**src/rtl/lut_loader_pkg.sv**
```systemverilog
// lut_loader_pkg
//   Shared definitions for the runtime-programmable LUT neuron bank.
//   - state_t and ST_* : loader FSM state encoding (IDLE, LOAD, DRAIN, READY, ERROR)
//   - lut_depth()      : entries per neuron table (2**IN_BITS)
//   - lut_total()      : number of LOAD_W-wide data beats in one image
//   - lut_cnt_w()      : beat counter width, clog2(TOTAL+1), at least 1
package lut_loader_pkg;

   typedef logic [2:0] state_t;

   localparam state_t ST_IDLE  = 3'd0;
   localparam state_t ST_LOAD  = 3'd1;
   localparam state_t ST_DRAIN = 3'd2;
   localparam state_t ST_READY = 3'd3;
   localparam state_t ST_ERROR = 3'd4;

   function automatic int lut_depth(input int in_bits);
      return 1 << in_bits;
   endfunction

   function automatic int lut_total(input int num_neurons, input int in_bits,
                                    input int out_bits, input int load_w);
      return (num_neurons * (1 << in_bits) * out_bits) / load_w;
   endfunction

   function automatic int lut_cnt_w(input int total);
      return ($clog2(total + 1) < 1) ? 1 : $clog2(total + 1);
   endfunction

endpackage

```
**src/rtl/lut_table_bank.sv**
```systemverilog
// lut_table_bank
//   Flat register array holding every neuron's truth table, written one
//   LOAD_W-wide beat at a time and read by all neurons in parallel.
//   Ports:
//     clk      in   clock, rising edge (table registers are not reset)
//     wr_en    in   write beat wr_data at beat index wr_idx
//     wr_idx   in   beat index, bits [wr_idx*LOAD_W +: LOAD_W] of the image
//     wr_data  in   beat contents, bit 0 = lowest image bit of the beat
//     rd_addr  in   neuron n entry address at [n*IN_BITS +: IN_BITS]
//     rd_data  out  neuron n entry at [n*OUT_BITS +: OUT_BITS] (combinational)
module lut_table_bank import lut_loader_pkg::*; #(
   parameter int NUM_NEURONS = 16,
   parameter int IN_BITS     = 6,
   parameter int OUT_BITS    = 1,
   parameter int LOAD_W      = 8,
   parameter int IDX_W       = 8
) (
   input  logic                            clk,
   input  logic                            wr_en,
   input  logic [IDX_W-1:0]                wr_idx,
   input  logic [LOAD_W-1:0]               wr_data,
   input  logic [NUM_NEURONS*IN_BITS-1:0]  rd_addr,
   output logic [NUM_NEURONS*OUT_BITS-1:0] rd_data
);

   localparam int DEPTH = lut_depth(IN_BITS);
   localparam int NBITS = NUM_NEURONS * DEPTH * OUT_BITS;

   logic [NBITS-1:0] mem_q;
   logic [NBITS-1:0] mem_d;

   always_comb begin
      mem_d = mem_q;
      if (wr_en) begin
         mem_d[int'(wr_idx)*LOAD_W +: LOAD_W] = wr_data;
      end
   end

   always_ff @(posedge clk) begin
      mem_q <= mem_d;
   end

   // Image layout: bit (n*DEPTH + e)*OUT_BITS + b is neuron n, entry e, bit b.
   always_comb begin
      rd_data = '0;
      for (int n = 0; n < NUM_NEURONS; n++) begin
         rd_data[n*OUT_BITS +: OUT_BITS] =
            mem_q[(n*DEPTH + int'(rd_addr[n*IN_BITS +: IN_BITS]))*OUT_BITS +: OUT_BITS];
      end
   end

endmodule

```
**src/rtl/lut_neuron_loader.sv**
```systemverilog
// lut_neuron_loader
//   Bank of runtime-programmable LUT neurons. A truth-table image is
//   streamed over the cfg_* valid/ready port; once a complete image has
//   landed the bank answers parallel lookups with one cycle of latency.
//   Optional feature macro: LUT_LOADER_CHECKSUM_EN appends one checksum
//   beat (XOR of all data beats) to the image and verifies it.
//   Handshake: a beat transfers on a rising edge where cfg_valid & cfg_ready;
//   a lookup transfers where in_valid & in_ready. cfg_ready is always 1;
//   in_ready is 1 only in READY. out_valid is a one-cycle pulse with no
//   backpressure.
//   Ports:
//     clk, rst_n           clock / asynchronous active-low reset
//     cfg_valid/ready      config beat handshake
//     cfg_data, cfg_last   beat contents (LSB first) and end-of-image flag
//     in_valid/in_ready    lookup request handshake
//     in_addr              per-neuron lookup addresses
//     out_valid, out_data  registered lookup results
//     loaded, load_err     state == READY / state == ERROR
//     dbg_state            current FSM state
module lut_neuron_loader import lut_loader_pkg::*; #(
   parameter int NUM_NEURONS = 16,
   parameter int IN_BITS     = 6,
   parameter int OUT_BITS    = 1,
   parameter int LOAD_W      = 8
) (
   input  logic                            clk,
   input  logic                            rst_n,
   input  logic                            cfg_valid,
   output logic                            cfg_ready,
   input  logic [LOAD_W-1:0]               cfg_data,
   input  logic                            cfg_last,
   input  logic                            in_valid,
   output logic                            in_ready,
   input  logic [NUM_NEURONS*IN_BITS-1:0]  in_addr,
   output logic                            out_valid,
   output logic [NUM_NEURONS*OUT_BITS-1:0] out_data,
   output logic                            loaded,
   output logic                            load_err,
   output state_t                          dbg_state
);

   localparam int TOTAL = lut_total(NUM_NEURONS, IN_BITS, OUT_BITS, LOAD_W);
   localparam int CNT_W = lut_cnt_w(TOTAL);
`ifdef LUT_LOADER_CHECKSUM_EN
   localparam int NBEATS = TOTAL + 1;
`else
   localparam int NBEATS = TOTAL;
`endif
   localparam logic [CNT_W-1:0] LAST_IDX = CNT_W'(NBEATS - 1);

   state_t                          state_q, state_d;
   logic [CNT_W-1:0]                cnt_q, cnt_d;
   logic                            out_valid_q, out_valid_d;
   logic [NUM_NEURONS*OUT_BITS-1:0] out_data_q, out_data_d;
   logic [NUM_NEURONS*OUT_BITS-1:0] lut_rd;
   logic                            wr_en;
   logic [CNT_W-1:0]                wr_idx;
   logic                            last_ok;
   logic                            lookup;

`ifdef LUT_LOADER_CHECKSUM_EN
   logic [LOAD_W-1:0] acc_q, acc_d;
   // The final beat must equal the XOR of every data beat before it.
   assign last_ok = (acc_q == cfg_data);
`else
   assign last_ok = 1'b1;
`endif

   assign lookup = in_valid && (state_q == ST_READY);

   always_comb begin
      state_d = state_q;
      cnt_d   = cnt_q;
      wr_en   = 1'b0;
      wr_idx  = cnt_q;
`ifdef LUT_LOADER_CHECKSUM_EN
      acc_d   = acc_q;
`endif
      case (state_q)
         ST_IDLE, ST_READY, ST_ERROR: begin
            // Any beat here is beat 0 of a fresh image.
            if (cfg_valid) begin
               wr_en  = 1'b1;
               wr_idx = '0;
               cnt_d  = CNT_W'(1);
`ifdef LUT_LOADER_CHECKSUM_EN
               acc_d  = cfg_data;
`endif
               if (NBEATS == 1) begin
                  state_d = cfg_last ? (last_ok ? ST_READY : ST_ERROR) : ST_DRAIN;
               end else begin
                  state_d = cfg_last ? ST_ERROR : ST_LOAD;
               end
            end
         end
         ST_LOAD: begin
            if (cfg_valid) begin
               // The checksum beat (index TOTAL) is compared, not stored.
               wr_en = (int'(cnt_q) < TOTAL);
`ifdef LUT_LOADER_CHECKSUM_EN
               if (int'(cnt_q) < TOTAL) begin
                  acc_d = acc_q ^ cfg_data;
               end
`endif
               if (cnt_q == LAST_IDX) begin
                  if (cfg_last) begin
                     state_d = last_ok ? ST_READY : ST_ERROR;
                  end else begin
                     state_d = ST_DRAIN;
                  end
               end else if (cfg_last) begin
                  state_d = ST_ERROR;
               end else begin
                  cnt_d = cnt_q + CNT_W'(1);
               end
            end
         end
         ST_DRAIN: begin
            // Overlength image: swallow beats until the sender ends it.
            if (cfg_valid && cfg_last) begin
               state_d = ST_ERROR;
            end
         end
         default: state_d = ST_IDLE;
      endcase
   end

   // Reads use the pre-edge table, so a lookup that coincides with a
   // config write sees the old contents.
   always_comb begin
      out_valid_d = lookup;
      out_data_d  = lookup ? lut_rd : out_data_q;
   end

   always_ff @(posedge clk or negedge rst_n) begin
      if (!rst_n) begin
         state_q     <= ST_IDLE;
         cnt_q       <= '0;
         out_valid_q <= 1'b0;
         out_data_q  <= '0;
      end else begin
         state_q     <= state_d;
         cnt_q       <= cnt_d;
         out_valid_q <= out_valid_d;
         out_data_q  <= out_data_d;
      end
   end

`ifdef LUT_LOADER_CHECKSUM_EN
   always_ff @(posedge clk or negedge rst_n) begin
      if (!rst_n) begin
         acc_q <= '0;
      end else begin
         acc_q <= acc_d;
      end
   end
`endif

   lut_table_bank #(
      .NUM_NEURONS (NUM_NEURONS),
      .IN_BITS     (IN_BITS),
      .OUT_BITS    (OUT_BITS),
      .LOAD_W      (LOAD_W),
      .IDX_W       (CNT_W)
   ) u_bank (
      .clk     (clk),
      .wr_en   (wr_en),
      .wr_idx  (wr_idx),
      .wr_data (cfg_data),
      .rd_addr (in_addr),
      .rd_data (lut_rd)
   );

   assign cfg_ready = 1'b1;
   assign in_ready  = (state_q == ST_READY);
   assign loaded    = (state_q == ST_READY);
   assign load_err  = (state_q == ST_ERROR);
   assign out_valid = out_valid_q;
   assign out_data  = out_data_q;
   assign dbg_state = state_q;

endmodule

```
**config.mk**
```make
export PLATFORM = sky130hd
export DESIGN_NAME = lut_neuron_loader
export DESIGN_NICKNAME = d
export VERILOG_FILES = /design/src/rtl/lut_loader_pkg.sv /design/src/rtl/lut_table_bank.sv /design/src/rtl/lut_neuron_loader.sv
export SDC_FILE = /design/constraint.sdc
export NUM_CORES = 2
export LEC_CHECK = 0
export ABC_AREA = 1
export CAP_MARGIN = 30
export CORE_MARGIN = 1.5
export CORE_UTILIZATION = 45
export CTS_CLUSTER_DIAMETER = 30
export DETAILED_ROUTE_END_ITERATION = 10
export DONT_BUFFER_PORTS = 1
export HOLD_SLACK_MARGIN = 0.15
export PLACE_DENSITY = 0.67
export SETUP_SLACK_MARGIN = 0.3
export SLEW_MARGIN = 10
export SYNTH_ARGS = -nofsm -noshare
export SYNTH_HDL_FRONTEND = slang
export SYNTH_SLANG_ARGS = --single-unit
```
**constraint.sdc**
```tcl
create_clock -name clk -period 3.2 [get_ports clk]
set_input_delay 0.16 -clock clk [delete_from_list [all_inputs] [get_ports clk]]
set_output_delay 0.16 -clock clk [all_outputs]
set_load 0.01 [all_outputs]
```
==> results.json <==
{
  "die_w_microns": 339.0,
  "final_cell_mix": "1605 x nor2_1, 1024 x edfxtp_1, 691 x nand2_1",
  "insertion_delay_ns": 0.83,
  "hold_path_class": "in -> reg",
  "fmaxAchievable_mhz": 328.8,
  "grt_max_degree": 129,
  "ant_nets": 0,
  "cts_max_level": 4,
  "drc": 0,
  "regArea_sq_mm": 0.03145,
  "track_usage_pct": 34.48,
  "syn_area_sq_mm": 0.05079,
  "drv_cap": 0,
  "rsz0062_at_grt": "true",
  "r2r-start": "dbg_state[1]$_DFFE_PN0P_",
  "drt-total-wl_microns": 203300,
  "status": "finished, final reports clean",
  "rr_endpoint": "u_bank.mem_q[387]$_DFFE_PP_",
  "ys_seq_area_share_pct": 61.92,
  "worst_pin_slew_ns": 0.8573,
  "post_drt_wl_per_cell_microns": 27.00,
  "finalCritPeriodShare_pct": 95.03,
  "r2r.worst_path.cells": 14,
  "route.vias.total": 45610,
  "start_util_pct": 45.28,
  "die_height_microns": 339.0,
  "area_delta_synth_final_pct": 27.88,
  "synthArstFlopShare_pct": 2.662,
  "path_clk_slew_ns": 0.05,
  "fin_skew_ns": 0.07150,
  "hold_start": "in_addr[28]",
  "first_iter_violations": 6437,
  "total_leakage_power_uw": 0.02416,
  "antenna_found_initial": 23,
  "rrSetupSlack_ns": 0.16,
  "drive_gt1_share_pct": 17.06,
  "rows": 123,
  "firstDrtPassIters": 6,
  "fin_crit_ns": 3.041,
  "crit_type": "reg -> reg",
  "min_to": "out_data[4]$_DFFE_PN0P_",
  "final_nets": 5939,
  "routabilityCongestion": 1.011,
  "hpwl_microns": 138000,
  "final_common_cell": "nor2_1",
  "power.density_mw_per_mm2": 827.3,
  "crit_arrival_ns": 3.66,
  "ys_ff_latch": 1052,
  "die-area_sq_mm": 0.1149,
  "cp-end-kind": "flip-flop",
  "yosys_most_used_dff": "edfxtp_1",
  "cts_tree": "done",
  "vias_per_cell": 6.057,
  "cts_made_buffers": 221,
  "root_buffer": "clkbuf_16",
  "final_util_pct": 57.90,
  "grt_pass1_vias": 43250,
  "avgSynthCellArea_sq_um": 9.239,
  "grt_pass1_wl_microns": 288200,
  "clockBufferDepth": 3,
  "core-area_sq_mm": 0.1122,
  "synthCells": 5498,
  "ioPinCount": 133,
  "portBuffers": 0,
  "cp.required_ns": 3.82,
  "critPathLaunchType": "flip-flop",
  "hold_viol": 0,
  "path_max_fanout": 16,
  "synth_cell_type_count": 38,
  "grt-ovfl-total": 0,
  "relSlewSlack_pct": 42.78,
  "synth_fp_nets": 5610,
  "multi_input_area_sq_mm": 0.01801,
  "final_max_slew_viol_count": 0,
  "yosysWarnings": 0,
  "min_path_cells": 6,
  "holdWs_ns": 0.1612,
  "peakVddDrop_mv": 0.8370,
  "synth_edf_count": 1024,
  "setup_viol": 0,
  "clock_sinks": 1052,
  "fillers": 9226
}
==> power by group <==
group	internal, uW	total, uW	switching (uW)
Clock	15400	23400	8010
Sequential	15000	15100	48.5
Combinational	3770	15200	11500
==> cell usage after synthesis, drive strengths merged, types with 2 or more instances <==
cell / count / area share [%]
o31ai: 4 / 0.059
clkbuf: 188 / 1.4
nand4: 51 / 0.74
nor4: 4 / 0.074
ha: 3 / 0.074
edfxtp: 1024 / 61
xor2: 3 / 0.052
dfrtp: 28 / 1.4
a21oi: 24 / 0.24
nand2: 708 / 5.3
o22ai: 256 / 3.2
nand3: 336 / 3.3
buf: 198 / 2.0
inv: 239 / 1.8
nor3: 129 / 1.4
o21ai: 558 / 5.5
or2: 2 / 0.025
nor2: 1737 / 13
==> registers in the layout, summed over array words and instances (netlist names) <==
signal / cells
cnt_q: 8
dbg_state: 3
out_data: 16
out_valid: 1
u_bank.mem_q: 1024
==> worst max-delay path, stage by stage (launching register included) <==
cell	delay (ns)
dfrtp_2	0.43
nand3_2	0.10
nand2_4	0.09
nand2_8	0.10
inv_8	0.05
nor2_8	0.09
inv_4	0.04
ha_4	0.17
nand3b_1	0.20
nand2_4	0.16
inv_4	0.12
buf_6	0.19
nor2_1	0.63
nand2_1	0.28
nor2_1	0.15
==> final cells by class <==
| class | instances | share of cell area, % |
|---|---|---|
| Antenna cell | 11 | 0.04238 |
| Clock buffer | 239 | 8.618 |
| Clock inverter | 176 | 3.300 |
| Inverter | 239 | 1.447 |
| Multi-Input combinational cell | 3821 | 27.72 |
| Sequential cell | 1052 | 48.42 |
| Tap cell | 1500 | 2.889 |
| Timing Repair Buffer | 492 | 7.564 |
==> through the flow <==
stage / instance area (sq um) / setup slack (ns) / cells / TNS [ns] / power [uW]
finish: 64960 / 0.1591 / 7530 / 0 / 53740
global route: 64950 / 0.04671 / 7526 / 0 / 54710
CTS: 64500 / 0.2105 / 7500 / 0 / 52640
detailed placement: 55030 / -0.1481 / 6970 / -8.142 / 28330
global placement: 55030 / -0.1646 / 6970 / -9.459 / 28290
floorplan: 51630 / 0.2322 / 5498 / 0 / 23090
==> cells by family (layout without fill, tap and decap cells) <==
| family | count (synthesis) | in the layout | synth area share, % |
|---|---|---|---|
| xor gates and xnor gates | 3 | 3 | 0.05174 |
| AOI/OAI and AO/OA | 846 | 846 | 9.025 |
| and+or+nand+nor | 2968 | 2968 | 23.80 |
| adders and majority gates | 3 | 3 | 0.07390 |
| buffers and inverters | 625 | 1146 | 5.121 |
| other | 1 | 12 | 0.007383 |
| DFF | 1052 | 1052 | 61.92 |
==> per-layer routing <==
metal,global-route usage [%],wire [microns]
met1,41.11,68540
met2,52.13,89770
met3,12.48,28920
met4,23.61,15990
met5,0,79
==> timing repair <==
item / 4_1_cts / 5_1_grt
resized for setup: 86 / 39
pin swaps: 35 / 26
cloned: 6 / 2
setup endpoints to repair: 1612 / 1618
hold buffers: 70 / 1
buffers inserted: 39 / 17
endpoints found under the hold margin: 533 / 1
==> worst max path at each step <==
stage	end	slack [ns]	start
after floorplan	u_bank.mem_q[176]$_DFFE_PP_	0.23	dbg_state[0]$_DFFE_PN0P_
after global placement	u_bank.mem_q[190]$_DFFE_PP_	-0.16	dbg_state[1]$_DFFE_PN0P_
after detailed placement	u_bank.mem_q[188]$_DFFE_PP_	-0.15	dbg_state[1]$_DFFE_PN0P_
after CTS	u_bank.mem_q[963]$_DFFE_PP_	0.21	dbg_state[1]$_DFFE_PN0P_
after global routing	out_data[11]$_DFFE_PN0P_	0.05	u_bank.mem_q[761]$_DFFE_PP_
final	u_bank.mem_q[387]$_DFFE_PP_	0.16	dbg_state[1]$_DFFE_PN0P_
No activity file was read; power rests on OpenSTA's default activity.
